===== config.mk =====
export PLATFORM = sky130hd
export DESIGN_NAME = seq_nonrestoring_divider
export DESIGN_NICKNAME = d
export VERILOG_FILES = /design/src/rtl/seq_nonrestoring_divider.sv
export SDC_FILE = /design/constraint.sdc
export NUM_CORES = 1
export LEC_CHECK = 0
export BUFFER_PORTS_ARGS = -buffer_cell sky130_fd_sc_hd__buf_4
export CAP_MARGIN = 10
export CELL_PAD_IN_SITES_DETAIL_PLACEMENT = 0
export CELL_PAD_IN_SITES_GLOBAL_PLACEMENT = 1
export CORE_MARGIN = 2
export CORE_UTILIZATION = 44
export CTS_CLUSTER_DIAMETER = 40
export DETAILED_ROUTE_END_ITERATION = 10
export PLACE_DENSITY = 0.92
export SLEW_MARGIN = 20
export SYNTH_ARGS = -nofsm -noshare
export SYNTH_HDL_FRONTEND = slang
export SYNTH_SLANG_ARGS = --single-unit
export TNS_END_PERCENT = 100

===== constraint.sdc =====
create_clock -name clk -period 3.15 [get_ports clk]
set_input_delay 0.1575 -clock clk [delete_from_list [all_inputs] [get_ports clk]]
set_output_delay 0.1575 -clock clk [all_outputs]
set_load 0.01 [all_outputs]

===== src/rtl/seq_nonrestoring_divider.sv =====
// rtl/seq_nonrestoring_divider.sv - multi-cycle unsigned non-restoring divider with valid/ready handshakes
module seq_nonrestoring_divider #(
  parameter int WIDTH = 8
) (
  input  logic             clk,
  input  logic             rst_n,
  input  logic             in_valid,
  output logic             in_ready,
  input  logic [WIDTH-1:0] dividend,
  input  logic [WIDTH-1:0] divisor,
  output logic             out_valid,
  input  logic             out_ready,
  output logic [WIDTH-1:0] quotient,
  output logic [WIDTH-1:0] remainder,
  output logic             div_by_zero
);

  localparam int CW = $clog2(WIDTH + 1);

  typedef enum logic [1:0] {IDLE, RUN, FIX, DONE} state_t;

  state_t          state;
  logic [WIDTH:0]  a;
  logic [WIDTH-1:0] q;
  logic [WIDTH-1:0] d;
  logic [CW-1:0]   cnt;

  logic [WIDTH:0]  d_ext;
  logic [WIDTH:0]  a_sh;
  logic [WIDTH:0]  a_step;

  // One non-restoring step: shift {A,Q} left, then add or subtract D by the old sign of A
  always_comb begin
    d_ext  = {1'b0, d};
    a_sh   = {a[WIDTH-1:0], q[WIDTH-1]};
    a_step = a[WIDTH] ? (a_sh + d_ext) : (a_sh - d_ext);
  end

  // Result buses come straight from the working registers; the zero-divisor path preloads them
  assign quotient  = q;
  assign remainder = a[WIDTH-1:0];

  // Control FSM and datapath registers with registered handshake outputs
  always_ff @(posedge clk or negedge rst_n) begin
    if (!rst_n) begin
      state       <= IDLE;
      in_ready    <= 1'b1;
      out_valid   <= 1'b0;
      div_by_zero <= 1'b0;
      a           <= '0;
      q           <= '0;
      d           <= '0;
      cnt         <= '0;
    end else begin
      case (state)
        IDLE: begin
          if (in_valid) begin
            d        <= divisor;
            in_ready <= 1'b0;
            if (divisor == '0) begin
              a           <= {1'b0, dividend};
              q           <= '1;
              cnt         <= '0;
              div_by_zero <= 1'b1;
              out_valid   <= 1'b1;
              state       <= DONE;
            end else begin
              a           <= '0;
              q           <= dividend;
              cnt         <= CW'(WIDTH);
              div_by_zero <= 1'b0;
              state       <= RUN;
            end
          end
        end
        RUN: begin
          a   <= a_step;
          q   <= {q[WIDTH-2:0], ~a_step[WIDTH]};
          cnt <= cnt - CW'(1);
          if (cnt == CW'(1)) begin
            state <= FIX;
          end
        end
        FIX: begin
          // A negative final partial remainder is restored by adding D back once
          if (a[WIDTH]) begin
            a <= a + d_ext;
          end
          out_valid <= 1'b1;
          state     <= DONE;
        end
        DONE: begin
          if (out_ready) begin
            out_valid <= 1'b0;
            in_ready  <= 1'b1;
            state     <= IDLE;
          end
        end
        default: begin
          state <= IDLE;
        end
      endcase
    end
  end

endmodule


==> results.yml, run 1 <==
clocking:
  root_buffer: "clkbuf_8"
  htree_levels: 2
  clk_pin_slew_ps: 80
  clkLatencyLatePin_ps: 290
  cts_tree: "built"
  cts_buffer_depth: 2
  clkSinkCount: 34
  cts-buffers-inserted: 5
timing:
  max_slew.worst_pin.slew_ps: 779.2
  rsz0062_at_grt: "no"
  setup-tns-final_ps: 0
  setup_violations: 0
  fin_ws_ps: 346.6
  hold_viol_final: 0
  hold_ws_ps: 121.2
  maxSlewViolCount: 0
  fin_skew_ps: 11.75
  fin_crit_sh_pct: 89.00
  max_freq_mhz: 356.7
  finalCriticalPeriod_ps: 2803
  relSlewSlack_pct: 48.04
synthesis:
  syn_area_sq_mm: 0.002703
  synth-seq-cells: 34
  synth_ff_type: "dfrtp_1"
  ys_types: 59
  syn-num-nets: 342
  avgSynthCellArea_sq_um: 9.130
  synth-seq-area-share_pct: 31.53
  synth_edf_count: 0
  ys_warn_count: 0
  synthArstFlopShare_pct: 100.0
  syn_inst: 296
layout:
  final_cells: 401
  area_growth_syn_to_layout_pct: 14.58
  fin_area_sq_mm: 0.003097
  n_antenna_cell: 0
  final_core_util_pct: 52.30
  nNetsFinal: 371
  drive_gt1_share_pct: 23.62
power_and_ir_drop:
  leakagePower_nw: 1.404
  total_power_mw: 4.048
  ir_drop_uv: 738.2
  cellPowerDensity_mw_per_mm2: 1307
drt:
  viasPerCell: 5.636
  first_pass_iters: 4
  routed_wirelength_mm: 6.393
  num_vias: 2260
  antenna_left: 0
  wl_per_cell_um: 15.94
  drt_drc_violations_left: 0
  drtIter0Drc: 96
critical_path:
  critPathCapture: "quotient[0]$_DFFE_PN0P_"
  r2r-end: "quotient[0]$_DFFE_PN0P_"
  cp_max_fo: 6
  reg2regPathDepth: 10
  r2r_slack_ps: 350
  crit_arrival_ps: 3010
  critPathKind: "reg -> reg"
  cp.required_ps: 3360
  crit_start: "d[2]$_DFFE_PN0P_"
  critPathLaunchType: "flop"
  endpoint_kind: "flop"
  reg2reg_from: "d[2]$_DFFE_PN0P_"
global_route:
  antenna_found_initial: 0
  grt_pass1_vias: 2090
  grt_max_degree: 35
  track_usage_pct: 20.11
  overflow: 0
  grt_pass1_wl_mm: 10.32
min_path:
  hold_path_class: "in -> reg"
die:
  rows: 28
  die_area_sq_mm: 0.006785
  start_util_pct: 45.65
  die_y_um: 82.37
  io_pins: 39
  die_x_um: 82.37
  core_area_sq_mm: 0.005921
placement:
  placed_cell_area_sq_mm: 0.002973
  io_buffers: 38
  dpl.hpwl_mm: 4.943
  place_congestion: 0.8892
  dp_cells: 392
  post-place-ws_ps: 349.0
flow_run:
  maxCapViolCount: 0
outcome:
  outcome: "completed"
## metal layers
layer  vias to the layer above  share of wire, %  GRT usage [%]
met1                      1102                49          28.37
met3                         6               2.7          2.935
met4                         0               1.0          5.000
met2                        38                47          32.42
met5                         -                 0              0
li1                       1114                 -              -
## cells in the mapped netlist (2+ instances only)
| master | number | area, sq um |
|---|---|---|
| a211oi_1 | 4 | 30.03 |
| a211oi_2 | 3 | 37.54 |
| a21o_1 | 3 | 22.52 |
| a21oi_1 | 20 | 100.1 |
| a22o_1 | 2 | 17.52 |
| a31oi_1 | 2 | 12.51 |
| and3_1 | 4 | 25.02 |
| buf_2 | 3 | 15.01 |
| buf_4 | 8 | 60.06 |
| buf_6 | 2 | 22.52 |
| clkbuf_1 | 5 | 18.77 |
| dfrtp_1 | 33 | 825.8 |
| fa_1 | 2 | 40.04 |
| ha_1 | 24 | 300.3 |
| inv_1 | 18 | 67.56 |
| mux2_2 | 9 | 101.4 |
| mux2i_1 | 5 | 50.05 |
| nand2_1 | 21 | 78.83 |
| nand2b_1 | 2 | 12.51 |
| nand3_1 | 3 | 15.01 |
| nor2_1 | 21 | 78.83 |
| nor2_2 | 2 | 12.51 |
| nor3_1 | 6 | 30.03 |
| o21a_1 | 2 | 15.01 |
| o21ai_0 | 7 | 35.03 |
| o21ai_1 | 22 | 110.1 |
| o21ai_2 | 5 | 43.79 |
| o221ai_1 | 2 | 17.52 |
| o22ai_1 | 2 | 12.51 |
| o32ai_1 | 2 | 17.52 |
| or3_1 | 8 | 50.05 |
| or4_4 | 2 | 22.52 |
| xnor2_1 | 5 | 43.79 |
| xor2_1 | 12 | 105.1 |
## power breakdown
part,internal (mW),total [mW],leakage [nW],switching (mW)
registers,0.652,0.921,0.418,0.269
clock network,0.235,0.407,0.0504,0.171
logic,1.23,2.72,0.936,1.49
total,2.12,4.05,1.40,1.93
## cell usage in the layout, fill, tap and decap left out, types with 5 or more instances in the layout
master / count
a21oi_1: 20
buf_4: 39
clkbuf_8: 5
dfrtp_1: 33
ha_1: 24
inv_1: 18
mux2_2: 9
mux2i_1: 5
nand2_1: 21
nor2_1: 21
nor3_1: 6
o21ai_0: 7
o21ai_1: 22
o21ai_2: 5
or3_1: 8
xnor2_1: 5
xor2_1: 12
## repair_timing
item / 4_1_cts / 5_1_grt
buffers inserted: 0 / 0
hold buffers: 1 / 0
gates resized for setup: 0 / 0
hold endpoints to repair: 33 / 0
## worst min path at each step
stage,startpoint,endpoint,slack [ps],cells past startpoint
finish,divisor[5],d[5]$_DFFE_PN0P_,120,2
global route,divisor[5],d[5]$_DFFE_PN0P_,110,2
CTS,divisor[5],d[5]$_DFFE_PN0P_,110,2
detailed placement,rst_n,state[1]$_DFFE_PN0P_,140,1
global placement,rst_n,state[1]$_DFFE_PN0P_,140,1
floorplan,rst_n,a[0]$_DFFE_PN0P_,-140,0
## critical path, stage by stage (launching register included)
cell and delay [ps]:
dfrtp_1 450, nor2_1 150, nor4b_1 410, nor2_1 100, xor2_1 220, ha_1 310
a21o_1 220, o41ai_1 370, xnor2_1 180, nor2_2 60, o31ai_1 260
## cell families after synthesis
logic type	after synthesis	share of synthesized area (%)
adders and majority gates	26	12.59
muxes	15	6.019
and+or+nand+nor	76	14.68
buffers and inverters	36	6.805
xor gates and xnor gates	17	5.509
DFF	34	31.53
AOI/OAI and AO/OA	92	22.87
## flip-flops by register name (all words and copies together), names as in the netlist
register	flops
a	9
d	8
quotient	8
cnt	4
state	2
div_by_zero	1
in_ready	1
out_valid	1
## final cells by class
| cell class | count | area [sq um] |
|---|---|---|
| sequential | 34 | 852.1 |
| fill | 567 | 2824 |
| multi-input combinational | 226 | 1667 |
| tap | 75 | 93.84 |
| clock buffer | 5 | 68.82 |
| inverter | 18 | 67.56 |
| clock inverter | 3 | 45.04 |
| timing repair buffer | 40 | 302.8 |
(Power assumes the default switching activity.)
==> run 2: changes to the inputs <==
--- a/config.mk
+++ b/config.mk
@@ -11,6 +11,7 @@
 export CELL_PAD_IN_SITES_GLOBAL_PLACEMENT = 1
 export CORE_MARGIN = 2
 export CORE_UTILIZATION = 44
+export CTS_BUF_LIST = sky130_fd_sc_hd__clkbuf_16
 export CTS_CLUSTER_DIAMETER = 40
 export DETAILED_ROUTE_END_ITERATION = 10
 export PLACE_DENSITY = 0.92
==> run 2 against run 1 <==
Net effect: hold slack improved by 3.8 ps; count of clock-buffer cells in the layout did not move; cell count did not move; total power rose by 4.0%; worst setup slack got worse by 13 ps; critical path depth did not move; clock power rose by 40%; fmax fell by 0.47%; cell area rose by 1.8%; via count rose by 0.49%.
==> results.yml, run 2 (synthesis gave the netlist of run 1 again) <==
timing:
  hold_viol_final: 0
  setup_violations: 0
  maxSlewViolCount: 0
  relSlewSlack_pct: 47.55
  fin_ws_ps: 333.4
  setup-tns-final_ps: 0
  finalCriticalPeriod_ps: 2817
  fin_crit_sh_pct: 89.42
  max_freq_mhz: 355.0
  max_slew.worst_pin.slew_ps: 786.6
  rsz0062_at_grt: "no"
  fin_skew_ps: 3.750
layout:
  top_register: "a"
  area_growth_syn_to_layout_pct: 16.67
  final_common_cell: "buf_4"
  fill_cells: 560
  n_antenna_cell: 0
  nNetsFinal: 371
  largest_reg_flops: 9
  layout_common_cells: "buf_4 (39), dfrtp_1 (33), ha_1 (24), o21ai_1 (22)"
  drive_gt1_share_pct: 23.62
  fin_area_sq_mm: 0.003153
  final_core_util_pct: 53.25
drt:
  wl_met2_mm: 3.040
  drt_drc_violations_left: 0
  antenna_left: 0
  first_pass_iters: 4
  wl_per_cell_um: 16.04
  routed_wirelength_mm: 6.432
  highest_layer: "met4"
  wl_met3_um: 192
  num_vias: 2271
  wl_met1_mm: 3.107
  drtIter0Drc: 117
  viasPerCell: 5.663
outcome:
  outcome: "completed"
clocking:
  cts_tree: "built"
  clkLatencyLatePin_ps: 280
  cts-buffers-inserted: 5
  root_buffer: "clkbuf_16"
  clk_pin_slew_ps: 60
  htree_levels: 2
  clkSinkCount: 34
  cts_buffer_depth: 2
power_and_ir_drop:
  cellPowerDensity_mw_per_mm2: 1335
  leakagePower_nw: 1.430
  total_power_mw: 4.209
  ir_drop_uv: 734.6
global_route:
  track_usage_pct: 20.53
  grt_pass1_vias: 2097
  antenna_found_initial: 0
  grt_max_degree: 35
  grt_pass1_wl_mm: 10.45
  overflow: 0
critical_path:
  worstPathCellList: "nor2_1 -> nor4b_1 -> nor2_1 -> xor2_1 -> ha_1 -> a21o_1 -> o41ai_1 -> xnor2_1 -> nor2_2 -> o31ai_1"
  cp.required_ps: 3340
  critPathKind: "reg -> reg"
  cp_max_fo: 6
  crit_arrival_ps: 3010
  cpMostUsedCell: "nor2_1"
  cp_slowest_cell: "dfrtp_1"
  slowest_delay_ps: 450
  critPathLaunchType: "flop"
  endpoint_kind: "flop"
placement:
  placed_cell_area_sq_mm: 0.002973
  io_buffers: 38
  post-place-ws_ps: 349.0
  place_congestion: 0.8892
  dpl.hpwl_mm: 4.943
die:
  die_y_um: 82.37
  start_util_pct: 45.65
  die_area_sq_mm: 0.006785
  die_x_um: 82.37
  core_area_sq_mm: 0.005921
  rows: 28
  io_pins: 39
flow_run:
  maxCapViolCount: 0
min_path:
  hold_path_class: "in -> reg"
run 2: layout make-up:
class | count | area (sq um) | share of cell area [%]
tap | 75 | 93.84 | 2.976
inverter | 18 | 67.56 | 2.143
sequential | 34 | 852.1 | 27.02
timing repair buffer | 40 | 302.8 | 9.603
clock inverter | 3 | 45.04 | 1.429
clock buffer | 5 | 125.1 | 3.968
multi-input combinational | 226 | 1667 | 52.86
run 2: worst max-delay path, delay by kind of cell (launching register included):
kind / cells / cell delay (ps)
xor+xnor: 2 / 400
compound gates: 3 / 850
flops: 1 / 450
fa+ha+maj: 1 / 310
simple gates: 4 / 730
run 2: final timing paths:
| check | startpoint | end | slack [ps] | depth (start not counted) |
|---|---|---|---|---|
| max | d[2]$_DFFE_PN0P_ | quotient[0]$_DFFE_PN0P_ | 330 | 10 |
| min | divisor[5] | d[5]$_DFFE_PN0P_ | 130 | 2 |
| min in group asynchronous | rst_n | state[1]$_DFFE_PN0P_ | 360 | 2 |
| max in group asynchronous | rst_n | in_ready$_DFFE_PN1P_ | 2460 | 2 |
| max reg2reg | d[2]$_DFFE_PN0P_ | quotient[0]$_DFFE_PN0P_ | 330 | 10 |
| min reg2reg | cnt[1]$_DFFE_PN0P_ | cnt[1]$_DFFE_PN0P_ | 500 | 2 |
run 2: timing repair:
action | CTS | global route
resized for setup | 0 | 0
hold endpoints to repair | 33 | 0
hold buffers | 1 | 0
buffers inserted | 0 | 0
run 2: report_power, final:
group / internal [mW] / total [mW] / switching (mW)
combinational: 1.23 / 2.72 / 1.48
sequential: 0.653 / 0.924 / 0.271
clock: 0.373 / 0.568 / 0.196
run 2: stage by stage:
stage / instances / hold slack [ps]
2_1_floorplan: 296 / -138.1
3_3_place_gp: 392 / 135.8
3_5_place_dp: 392 / 137.5
4_1_cts: 401 / 119.9
5_1_grt: 401 / 124.4
6_report: 401 / 125.0
run 2: metal layers:
layer | global-route usage [%] | vias up
met5 | 0 | -
met3 | 3.261 | 9
met1 | 28.71 | 1107
li1 | - | 1115
met2 | 32.50 | 40
met4 | 6.500 | 0
==> run 3: changes to the inputs <==
--- a/config.mk
+++ b/config.mk
@@ -5,16 +5,17 @@
 export SDC_FILE = /design/constraint.sdc
 export NUM_CORES = 1
 export LEC_CHECK = 0
+export ABC_AREA = 1
 export BUFFER_PORTS_ARGS = -buffer_cell sky130_fd_sc_hd__buf_4
 export CAP_MARGIN = 10
 export CELL_PAD_IN_SITES_DETAIL_PLACEMENT = 0
 export CELL_PAD_IN_SITES_GLOBAL_PLACEMENT = 1
 export CORE_MARGIN = 2
-export CORE_UTILIZATION = 44
+export CORE_UTILIZATION = 42
 export CTS_BUF_LIST = sky130_fd_sc_hd__clkbuf_16
 export CTS_CLUSTER_DIAMETER = 40
 export DETAILED_ROUTE_END_ITERATION = 10
-export PLACE_DENSITY = 0.92
+export PLACE_DENSITY = 0.93
 export SLEW_MARGIN = 20
 export SYNTH_ARGS = -nofsm -noshare
 export SYNTH_HDL_FRONTEND = slang
==> run 3 against run 2 <==
Net effect: sequential cell count unchanged; fmax rose by 10%; sequential share of layout area down 0.82 points; global-route usage shrank 0.18 points; worst setup slack better by 260 ps; combinational power is 5% higher; synthesized cell count rose by 37%; first-iteration DRC count is 57% higher; cell area is 3.1% higher.
==> results.yml, run 3 <==
timing:
  fin_skew_ps: 4.604
  finalCriticalPeriod_ps: 2557
  fin_crit_sh_pct: 81.17
  maxSlewViolCount: 0
  max_freq_mhz: 391.1
  setup-tns-final_ps: 0
  max_slew.worst_pin.slew_ps: 628.3
  relSlewSlack_pct: 58.01
  hold_ws_ps: 115.6
  rsz0062_at_grt: "no"
  setup_violations: 0
  hold_viol_final: 0
drt:
  viasPerCell: 5.228
  first_pass_iters: 4
  wl_per_cell_um: 14.07
  num_vias: 2687
  drt_drc_violations_left: 0
  drtIter0Drc: 184
  antenna_left: 0
  routed_wirelength_mm: 7.233
synthesis:
  synthTopCellsByCount: "nand2_1 (111), inv_1 (66), dfrtp_1 (33)"
  avgSynthCellArea_sq_um: 6.997
  ys_warn_count: 0
  synth_edf_count: 0
  synth-seq-cells: 34
  synthArstFlopShare_pct: 100.0
  synth.most_common_cell: "nand2_1"
  syn_inst: 405
  ys_types: 35
  ys_top_cells_by_area: "dfrtp_1 (29%), nand2_1 (15%), ha_1 (11%), inv_1 (8.7%), a21oi_1 (5.5%)"
  synth-seq-area-share_pct: 30.07
  synth_ff_type: "dfrtp_1"
  syn_area_sq_mm: 0.002834
  syn-num-nets: 451
  synth_top_area_share_pct: 29.14
  synth_top_area_cell: "dfrtp_1"
layout:
  largest_reg_flops: 9
  drive_gt1_share_pct: 13.73
  n_antenna_cell: 0
  nNetsFinal: 482
  layout_common_cells: "nand2_1 (111), inv_1 (66), buf_4 (39), dfrtp_1 (33)"
  top_register: "a"
  fill_cells: 643
  area_growth_syn_to_layout_pct: 14.75
  final_common_cell: "nand2_1"
flow_run:
  maxCapViolCount: 0
clocking:
  root_buffer: "clkbuf_16"
  cts_tree: "built"
  htree_levels: 2
  cts-resized-gates: 0
  clkSinkCount: 34
  cts-buffers-inserted: 5
  clk_pin_slew_ps: 60
  clkLatencyLatePin_ps: 280
  cts_buffer_depth: 2
die:
  core_area_sq_mm: 0.006422
  start_util_pct: 44.13
  rows: 29
  die_x_um: 86.15
  io_pins: 39
  die_area_sq_mm: 0.007421
  die_y_um: 86.15
global_route:
  grt_max_degree: 35
  overflow: 0
  grt_pass1_wl_mm: 12.07
  grt_pass1_vias: 2475
  grtUsageMet3_pct: 2.310
  track_usage_pct: 20.35
  antenna_found_initial: 0
  grt-busiest-layer: "met2"
  grt.met1_usage_pct: 29.09
  gr-usage-met2_pct: 32.35
critical_path:
  reg2regPathDepth: 16
  critPathLaunchType: "flop"
  r2r_slack_ps: 590
  endpoint_kind: "flop"
  cp_max_fo: 5
  cp.required_ps: 3320
  crit_arrival_ps: 2730
  critPathKind: "reg -> reg"
power_and_ir_drop:
  cellPowerDensity_mw_per_mm2: 1295
  leakagePower_nw: 1.746
  ir_drop_uv: 683.3
placement:
  io_buffers: 38
  place_congestion: 0.8469
  dpl.hpwl_mm: 5.608
min_path:
  hold_path_class: "in -> reg"
  worstHoldPathCells: 3
outcome:
  outcome: "completed"
run 3: cell types whose count changed after synthesis, moves of 6 or more:
cell     before  now
a21oi_1      20   31
inv_1        18   66
mux2_2        9    0
nand2_1      21  111
nand3_1       3   30
nand4_1       0   11
nor2_1       21   15
o21ai_0       7   31
o21ai_1      22    2
or3_1         8    0
xor2_1       12    5
run 3: cell families after synthesis:
logic type               count (synthesis)  share of synthesized area, %
buffers and inverters                   85                         13.47
adder cells (fa/ha/maj)                 26                         12.01
AND/OR/NAND/NOR                        176                         26.98
flip-flops                              34                         30.07
AO/OA/AOI/OAI                           78                         15.63
XOR/XNOR                                 6                         1.854
run 3: layout make-up:
| type | instances | area [sq um] | area share (%) |
|---|---|---|---|
| sequential | 34 | 852.1 | 26.20 |
| clock inverter | 3 | 16.27 | 0.5002 |
| tap | 77 | 96.34 | 2.963 |
| multi-input combinational | 286 | 1600 | 49.21 |
| inverter | 69 | 259.0 | 7.965 |
| clock buffer | 5 | 125.1 | 3.848 |
| timing repair buffer | 40 | 302.8 | 9.311 |
run 3: final timing paths:
| check | startpoint | to |
|---|---|---|
| setup / recovery | d[1]$_DFFE_PN0P_ | a[8]$_DFFE_PN0P_ |
| hold / removal | out_ready | in_ready$_DFFE_PN1P_ |
| setup reg to reg | d[1]$_DFFE_PN0P_ | a[8]$_DFFE_PN0P_ |
| hold reg to reg | in_ready$_DFFE_PN1P_ | in_ready$_DFFE_PN1P_ |
| max in group asynchronous | rst_n | in_ready$_DFFE_PN1P_ |
| min in group asynchronous | rst_n | cnt[1]$_DFFE_PN0P_ |
run 3: critical path, cell delays in order (launching register included):
cell	delay [ps]
dfrtp_1	430
inv_1	100
ha_1	280
inv_1	30
o21ai_0	320
inv_1	110
fa_1	390
inv_1	110
nand3_1	80
nand2_1	110
nand2_1	60
nand2_1	100
nand3_1	100
nand3_1	90
nand2_1	50
nand2_1	50
nand2_1	50
run 3: through the flow:
step	worst slack [ps]	instance area (sq um)	power [mW]	cells	utilization, %
2_1_floorplan	1003	2834	3.017	405	-
3_3_place_gp	673.0	3100	3.653	505	48.28
3_5_place_dp	647.8	3100	3.693	505	48.28
4_1_cts	613.1	3252	4.204	514	50.63
5_1_grt	375.7	3252	4.663	514	50.63
6_report	593.2	3252	4.210	514	50.63
run 3: timing repair:
item / in CTS / in global routing
setup buffers: 0 / 0
setup endpoints to repair: 0 / 0
hold buffers: 1 / 0
endpoints found under the hold margin: 33 / 0
run 3: where the power goes:
part	internal, mW	total, mW	switching, mW
registers	0.650	0.863	0.213
clock network	0.289	0.487	0.198
logic	1.07	2.86	1.79
run 3: metal layers:
layer	wire length, um	share of wire [%]
met1	3566	49
met2	3303	46
met3	277	3.8
met4	85	1.2
met5	0	0
